--- src/rtl/fifo_burst_arbiter_if.sv ---
// Burst requester bundle: request/length, per-beat write data, and per-burst completion.
// The requester drives the master side; the arbiter sits on the slave side.
interface fifo_burst_arbiter_if #(
  parameter int WIDTH = 32,
  parameter int LEN_W = 8
);
  logic             req;
  logic [LEN_W-1:0] len;
  logic             gnt;
  logic [WIDTH-1:0] wdata;
  logic             wvalid;
  logic             wlast;
  logic             wready;
  logic             done;
  logic             err;

  modport master (
    output req, len, wdata, wvalid, wlast,
    input  gnt, wready, done, err
  );

  modport slave (
    input  req, len, wdata, wvalid, wlast,
    output gnt, wready, done, err
  );
endinterface

--- src/rtl/fifo_burst_arbiter.sv ---
// Shares one FIFO write port between two burst requesters, granting whole bursts
// round-robin, counting beats and reporting per-burst completion with error status.
module fifo_burst_arbiter #(
  parameter int WIDTH = 32,
  parameter int LEN_W = 8
) (
  input  logic                 clk,
  input  logic                 rstn,
  fifo_burst_arbiter_if.slave  s0,
  fifo_burst_arbiter_if.slave  s1,
  output logic                 fifo_wr_en,
  output logic [WIDTH-1:0]     fifo_wdata,
  input  logic                 fifo_full,
  output logic                 busy,
  output logic                 owner
);

  typedef enum logic [1:0] {
    IDLE = 2'd0,
    XFER = 2'd1,
    RESP = 2'd2
  } state_t;

  state_t           state;
  state_t           state_nxt;
  logic             rr;
  logic [LEN_W-1:0] beat_cnt;
  logic             err_flag;
  logic             gnt0;
  logic             gnt1;

  logic             any_req;
  logic             winner;
  logic [LEN_W-1:0] win_len;
  logic             own_wvalid;
  logic             own_wlast;
  logic [WIDTH-1:0] own_wdata;
  logic             own_wready;
  logic             beat_acc;
  logic             last_beat;

  // With both requesting, rr names the side that was not served last.
  assign any_req    = s0.req | s1.req;
  assign winner     = (s0.req & s1.req) ? rr : s1.req;
  assign win_len    = winner ? s1.len : s0.len;

  assign own_wvalid = owner ? s1.wvalid : s0.wvalid;
  assign own_wlast  = owner ? s1.wlast  : s0.wlast;
  assign own_wdata  = owner ? s1.wdata  : s0.wdata;
  assign own_wready = (state == XFER) & ~fifo_full;
  assign beat_acc   = own_wvalid & own_wready;
  assign last_beat  = (beat_cnt == '0) | own_wlast;

  always_ff @(posedge clk or negedge rstn) begin
    if (!rstn) state <= IDLE;
    else       state <= state_nxt;
  end

  always_comb begin
    state_nxt = state;
    case (state)
      IDLE:    if (any_req) state_nxt = XFER;
      XFER:    if (beat_acc && last_beat) state_nxt = RESP;
      RESP:    state_nxt = IDLE;
      default: state_nxt = IDLE;
    endcase
  end

  // Burst bookkeeping: owner, beat down-counter, error accumulation, fairness pointer.
  always_ff @(posedge clk or negedge rstn) begin
    if (!rstn) begin
      owner    <= 1'b0;
      rr       <= 1'b0;
      beat_cnt <= '0;
      err_flag <= 1'b0;
      gnt0     <= 1'b0;
      gnt1     <= 1'b0;
    end else begin
      gnt0 <= 1'b0;
      gnt1 <= 1'b0;
      case (state)
        IDLE: begin
          if (any_req) begin
            owner    <= winner;
            beat_cnt <= win_len;
            err_flag <= 1'b0;
            gnt0     <= ~winner;
            gnt1     <= winner;
          end
        end
        XFER: begin
          if (beat_acc) begin
            if (beat_cnt == '0)  err_flag <= err_flag | ~own_wlast;
            else if (own_wlast)  err_flag <= 1'b1;
            else                 beat_cnt <= beat_cnt - LEN_W'(1);
          end
        end
        RESP: rr <= ~owner;
        default: ;
      endcase
    end
  end

  always_comb begin
    s0.gnt     = gnt0;
    s1.gnt     = gnt1;
    s0.wready  = own_wready & ~owner;
    s1.wready  = own_wready & owner;
    fifo_wr_en = beat_acc;
    fifo_wdata = own_wdata;
    s0.done    = (state == RESP) & ~owner;
    s1.done    = (state == RESP) & owner;
    s0.err     = (state == RESP) & ~owner & err_flag;
    s1.err     = (state == RESP) & owner & err_flag;
    busy       = (state != IDLE);
  end

endmodule

--- src/flat_wrapper.sv ---
// flat-port wrapper written by rule: the top's interface ports become plain ports
module fifo_burst_arbiter_flat 
#(
  parameter int WIDTH = 32,
  parameter int LEN_W = 8
)
  (clk, rstn, fifo_wr_en, fifo_wdata, fifo_full, busy, owner, s0_req, s0_len, s0_wdata, s0_wvalid, s0_wlast, s0_gnt, s0_wready, s0_done, s0_err, s1_req, s1_len, s1_wdata, s1_wvalid, s1_wlast, s1_gnt, s1_wready, s1_done, s1_err);
  fifo_burst_arbiter_if #(.WIDTH(WIDTH), .LEN_W(LEN_W)) s0_i ();
  fifo_burst_arbiter_if #(.WIDTH(WIDTH), .LEN_W(LEN_W)) s1_i ();
  input  logic clk;
  input  logic rstn;
  output logic fifo_wr_en;
  output logic [WIDTH-1:0] fifo_wdata;
  input  logic fifo_full;
  output logic busy;
  output logic owner;
  input wire logic [$bits(s0_i.req)-1:0] s0_req;
  input wire logic [$bits(s0_i.len)-1:0] s0_len;
  input wire logic [$bits(s0_i.wdata)-1:0] s0_wdata;
  input wire logic [$bits(s0_i.wvalid)-1:0] s0_wvalid;
  input wire logic [$bits(s0_i.wlast)-1:0] s0_wlast;
  output wire logic [$bits(s0_i.gnt)-1:0] s0_gnt;
  output wire logic [$bits(s0_i.wready)-1:0] s0_wready;
  output wire logic [$bits(s0_i.done)-1:0] s0_done;
  output wire logic [$bits(s0_i.err)-1:0] s0_err;
  input wire logic [$bits(s1_i.req)-1:0] s1_req;
  input wire logic [$bits(s1_i.len)-1:0] s1_len;
  input wire logic [$bits(s1_i.wdata)-1:0] s1_wdata;
  input wire logic [$bits(s1_i.wvalid)-1:0] s1_wvalid;
  input wire logic [$bits(s1_i.wlast)-1:0] s1_wlast;
  output wire logic [$bits(s1_i.gnt)-1:0] s1_gnt;
  output wire logic [$bits(s1_i.wready)-1:0] s1_wready;
  output wire logic [$bits(s1_i.done)-1:0] s1_done;
  output wire logic [$bits(s1_i.err)-1:0] s1_err;
  assign s0_i.req = s0_req;
  assign s0_i.len = s0_len;
  assign s0_i.wdata = s0_wdata;
  assign s0_i.wvalid = s0_wvalid;
  assign s0_i.wlast = s0_wlast;
  assign s0_gnt = s0_i.gnt;
  assign s0_wready = s0_i.wready;
  assign s0_done = s0_i.done;
  assign s0_err = s0_i.err;
  assign s1_i.req = s1_req;
  assign s1_i.len = s1_len;
  assign s1_i.wdata = s1_wdata;
  assign s1_i.wvalid = s1_wvalid;
  assign s1_i.wlast = s1_wlast;
  assign s1_gnt = s1_i.gnt;
  assign s1_wready = s1_i.wready;
  assign s1_done = s1_i.done;
  assign s1_err = s1_i.err;
  fifo_burst_arbiter #(.WIDTH(WIDTH), .LEN_W(LEN_W)) u_core (.clk(clk), .rstn(rstn), .s0(s0_i), .s1(s1_i), .fifo_wr_en(fifo_wr_en), .fifo_wdata(fifo_wdata), .fifo_full(fifo_full), .busy(busy), .owner(owner));
endmodule
--- config.mk ---
export PLATFORM = sky130hd
export DESIGN_NAME = fifo_burst_arbiter_flat
export DESIGN_NICKNAME = d
export VERILOG_FILES = /design/src/rtl/fifo_burst_arbiter_if.sv /design/src/rtl/fifo_burst_arbiter.sv /design/src/flat_wrapper.sv
export SDC_FILE = /design/constraint.sdc
export NUM_CORES = 1
export LEC_CHECK = 0
export BUFFER_PORTS_ARGS = -buffer_cell sky130_fd_sc_hd__buf_2
export CORE_MARGIN = 2
export CORE_UTILIZATION = 37
export CTS_CLUSTER_DIAMETER = 40
export DETAILED_ROUTE_END_ITERATION = 8
export PLACE_DENSITY = 0.82
export SETUP_SLACK_MARGIN = 0.05
export SYNTH_ARGS = -nofsm -noshare
export SYNTH_HDL_FRONTEND = slang
export SYNTH_SLANG_ARGS = --single-unit
--- constraint.sdc ---
create_clock -name clk -period 2.1 [get_ports clk]
set_clock_uncertainty 0.1 [all_clocks]
set_input_delay 0.105 -clock clk [delete_from_list [all_inputs] [get_ports clk]]
set_output_delay 0.105 -clock clk [all_outputs]
set_load 0.02 [all_outputs]
==> run summary <==
The design draws about 2.5 mW. The signal arrival time at the worst endpoint is ~1.9 ns. The net count of the mapped netlist is between 200 and 250. The die outline area is between 4000 and 5000 um^2. The async set-reset flop share out of synthesis came out at 100.0%.

The switching power came out at around 1.1 mW. The tightest min-delay check is of the input pin to register type. The portion of total power attributed to sequential cells came out at 21.5%. Across all setup checks in the final design, the least slack found is about 0.27 ns. The instance count of the mapped netlist came out at roughly 140. The max-slew violation total from the final report came out at 0. The number of synthesized flops with an enable pin came out at 0. The internal cell power came out at between 1 and 1.5 mW. The count of endpoints failing hold in the final timing report came out at 0.

The clock network fraction of total power came out at a little under a tenth. Setup repair after global routing left no endpoint under its margin. For this run, design rule violations remaining after detail routing come to 0. The initial standard-cell utilization of the core came out at 37.89%. The TritonCTS clock tree is done.

After synthesis the netlist holds a flip-flop and latch count of 15. The core region is between 3000 and 4000 um^2. The total routed wire length on the met1 layer is 1682 um.

The headroom to the max-slew limit came out at 76.32%. Dividing the detail-routed wire length by the instance count gives approximately 13 um. Walking the worst path, the cells encountered are or2_2, o21bai_1, a21boi_4, buf_12, or3_1, o211ai_2. The class of the most critical setup path is register to register. The detailed-router iteration count before antenna repair came out at 4. The type of element capturing the critical path is a register. For this design, the slowest cell found on the critical path is dfrtp_1. The cell area after technology mapping came out at 1366 um^2. Entering global routing, the biggest net connects 26 pins. At the pin with the least slew margin, the transition time is roughly 0.35 ns. The post-synthesis to final-layout area growth is 58.33%.

The portion of synthesized cell area occupied by the leading cell type is ~31%. Counting the buffers created by CTS gives 3. The clock latency on the worst-skew pair came out at approximately 0.25 ns. The met3 layer wire length in the routed design is around 330 um. The horizontal die dimension came out at 64.77 um. In this run the static leakage power is 1.148 nW. The combinational power share came out at around 69%.

CTS built an H-tree with a depth of 1. The highest cell delay on the worst timing path is 0.38 ns. The max capacitance violation total is 0. The final setup TNS is 0 ns. The power per cell area is between 1000 and 1500 nW/um^2.

The antenna diode count is 0. The root buffer cell chosen for the clock tree is clkbuf_8. The number of instances resized during post-cts repair is 0.

The number of global-route vias before repair was 1362. The HPWL after detailed placement is between 3000 and 4000 um. The number of DRC markers after the initial detailed-route iteration is 17. The overall overflow remaining after global route is 0.

Counting distinct cell types in the post-synthesis netlist gives 41. The final cycle utilization of the critical path came out at ~87%. The area of all placed cells without fillers is between 2000 and 2500 um^2. The standard-cell row count came out at 22. The die boundary height came out at 64.77 um. The most used standard cell by instance count after synthesis is mux2_2. The average vias per placed instance came out at about 5. The fraction of power spent switching nets came out at a little under half. The number of antenna violations at the first check in global routing came to 0. In this run the cell area measured after placement is roughly 2100 um^2. The final layout contains routed wiring with a total length of ~4300 um. The maximum clock frequency is between 0.5 and 0.6 GHz. The clock-pin slew on the worst setup and hold paths is about 0.060 ns.

At the end of the flow the core is filled with cells to 59.99%. The number of port buffers is between 100 and 150. The peak fanout along the critical path came out at 9. mux2_2 takes more of the synthesized area than any other cell. The count of endpoints failing setup in the final report came out at 0. The total vias in the final route is roughly 1600. Together, buffers and inverters on the worst path number 1. The highest layer touched by signal routing is met4. ~130 I/O pins were placed. After synthesis, the cell types taking the most area are mux2_2 31%, dfrtp_1 27%, nor2_1 3.8%. The worst slack at placement is approximately 0.16 ns. The commonest cells after synthesis are 38 x mux2_2, 15 x dfrtp_1, 14 x nor2_1.

The wire length of the first global-routing pass is just over 6000 um. In this design, the largest share of critical-path delay is due to simple AND/OR/NAND/NOR gates. The clock tree buffer depth came out at 2.

The required time of the worst setup path is 2.17 ns. Wire segments on met2 add up to 2228 um in the final route. The shortest clock period the worst path allows after layout came out at between 1.5 and 2 ns. The share of the Yosys chip area taken by registers is 27.47%. The flow ran to the end, and the final reports show no timing, DRC or antenna violations. The number of warnings issued by yosys is 0. The number of nets with antenna violations after routing is 0. The average instance in the mapped netlist occupies about 9.6 um^2.

The number of nets in the layout came out at between 300 and 400. The worst setup path is launched from a register. The number of clock sinks is 15. The proportion of layout cells with a drive suffix above 1 came out at slightly below 70%.

The overall fraction of global-route tracks in use is between 10% and 20%. The commonest register cell after synthesis is dfrtp_1. The peak ir drop on the vdd network came out at approximately 0.00051 V. Routability-driven placement finished with a final weighted congestion of about 0.74.
## worst min-delay path: stages
cell	delay [ns]
buf_2	0.08
o211ai_1	0.09
o211ai_2	0.14
## logic make-up after synthesis
logic type                 Yosys count  synth area share, %
and+or+nand+nor                     39                16.03
adders and majority gates            2                1.831
muxes                               41                33.52
DFF                                 15                27.47
buffers and inverters               13                4.578
AOI/OAI and AO/OA                   32                16.58
## registers in the layout (all words and copies together) (netlist names)
register,cells
u_core.beat_cnt,8
u_core.state,2
u_core.err_flag,1
u_core.owner,1
u_core.rr,1
u_core.s0.gnt,1
u_core.s1.gnt,1
## power by group through the flow
| stage | Combinational (mW) | Sequential (mW) | Clock, mW |
|---|---|---|---|
| 2_1_floorplan | 1.22 | 0.525 | 0 |
| 3_3_place_gp | 1.63 | 0.526 | 0 |
| 3_5_place_dp | 1.65 | 0.533 | 0 |
| 4_1_cts | 1.66 | 0.528 | 0.242 |
| 5_1_grt | 1.85 | 0.549 | 0.255 |
| 6_report | 1.70 | 0.529 | 0.231 |
## layout by cell type, fill, tap and decap left out, types with 2 or more instances in the layout
| cell | instances |
|---|---|
| nor3_1 | 5 |
| a21oi_1 | 7 |
| buf_2 | 131 |
| inv_1 | 4 |
| nand2_1 | 4 |
| buf_4 | 7 |
| mux2i_1 | 3 |
| o21ai_2 | 2 |
| clkbuf_8 | 3 |
| and2_1 | 2 |
| dfrtp_1 | 15 |
| o21ai_0 | 8 |
| o21bai_1 | 2 |
| a21o_1 | 3 |
| nor2_1 | 14 |
| ha_1 | 2 |
| mux2_2 | 38 |
| nand2b_1 | 3 |
## layer usage
layer | vias to the layer above | track usage [%]
li1 | 790 | -
met1 | 722 | 22.46
met2 | 63 | 34.28
met3 | 6 | 3.819
met4 | 0 | 3.989
met5 | - | 0
## stage by stage
stage | instances | hold WS (ns)
after floorplan | 142 | -0.2906
after global placement | 318 | -0.07407
after detailed placement | 318 | -0.06638
after CTS | 323 | 0.1183
after global routing | 325 | 0.1322
final | 325 | 0.1063
## repair_timing
item                                    in CTS  in global routing
buffers inserted                             0                  2
endpoints found under the setup margin       0                  6
hold buffers                                 1                  0
endpoints found under the hold margin       15                  0
## final cells by class
cell class | count | area [um^2]
fillers | 340 | 1443
inverters | 4 | 15.01
clock inverters | 1 | 5.005
multi-input cells | 114 | 928.4
flip-flops and latches | 15 | 375.4
clock buffers | 3 | 41.29
repair buffers | 140 | 738.2
well taps | 48 | 60.06
## worst paths after layout
kind                            startpoint                  to  slack [ns]  cells after the start
setup / recovery           u_core.state[0]  u_core.beat_cnt[0]        0.27                      6
hold / removal                   s1_len[0]  u_core.beat_cnt[0]        0.11                      3
setup reg to reg           u_core.state[0]  u_core.beat_cnt[0]        0.27                      6
hold reg to reg                  u_core.rr           u_core.rr        0.39                      1
max in group asynchronous             rstn     u_core.state[1]        1.47                      2
min in group asynchronous             rstn  u_core.beat_cnt[4]        0.18                      2
(Power assumes the default switching activity.)
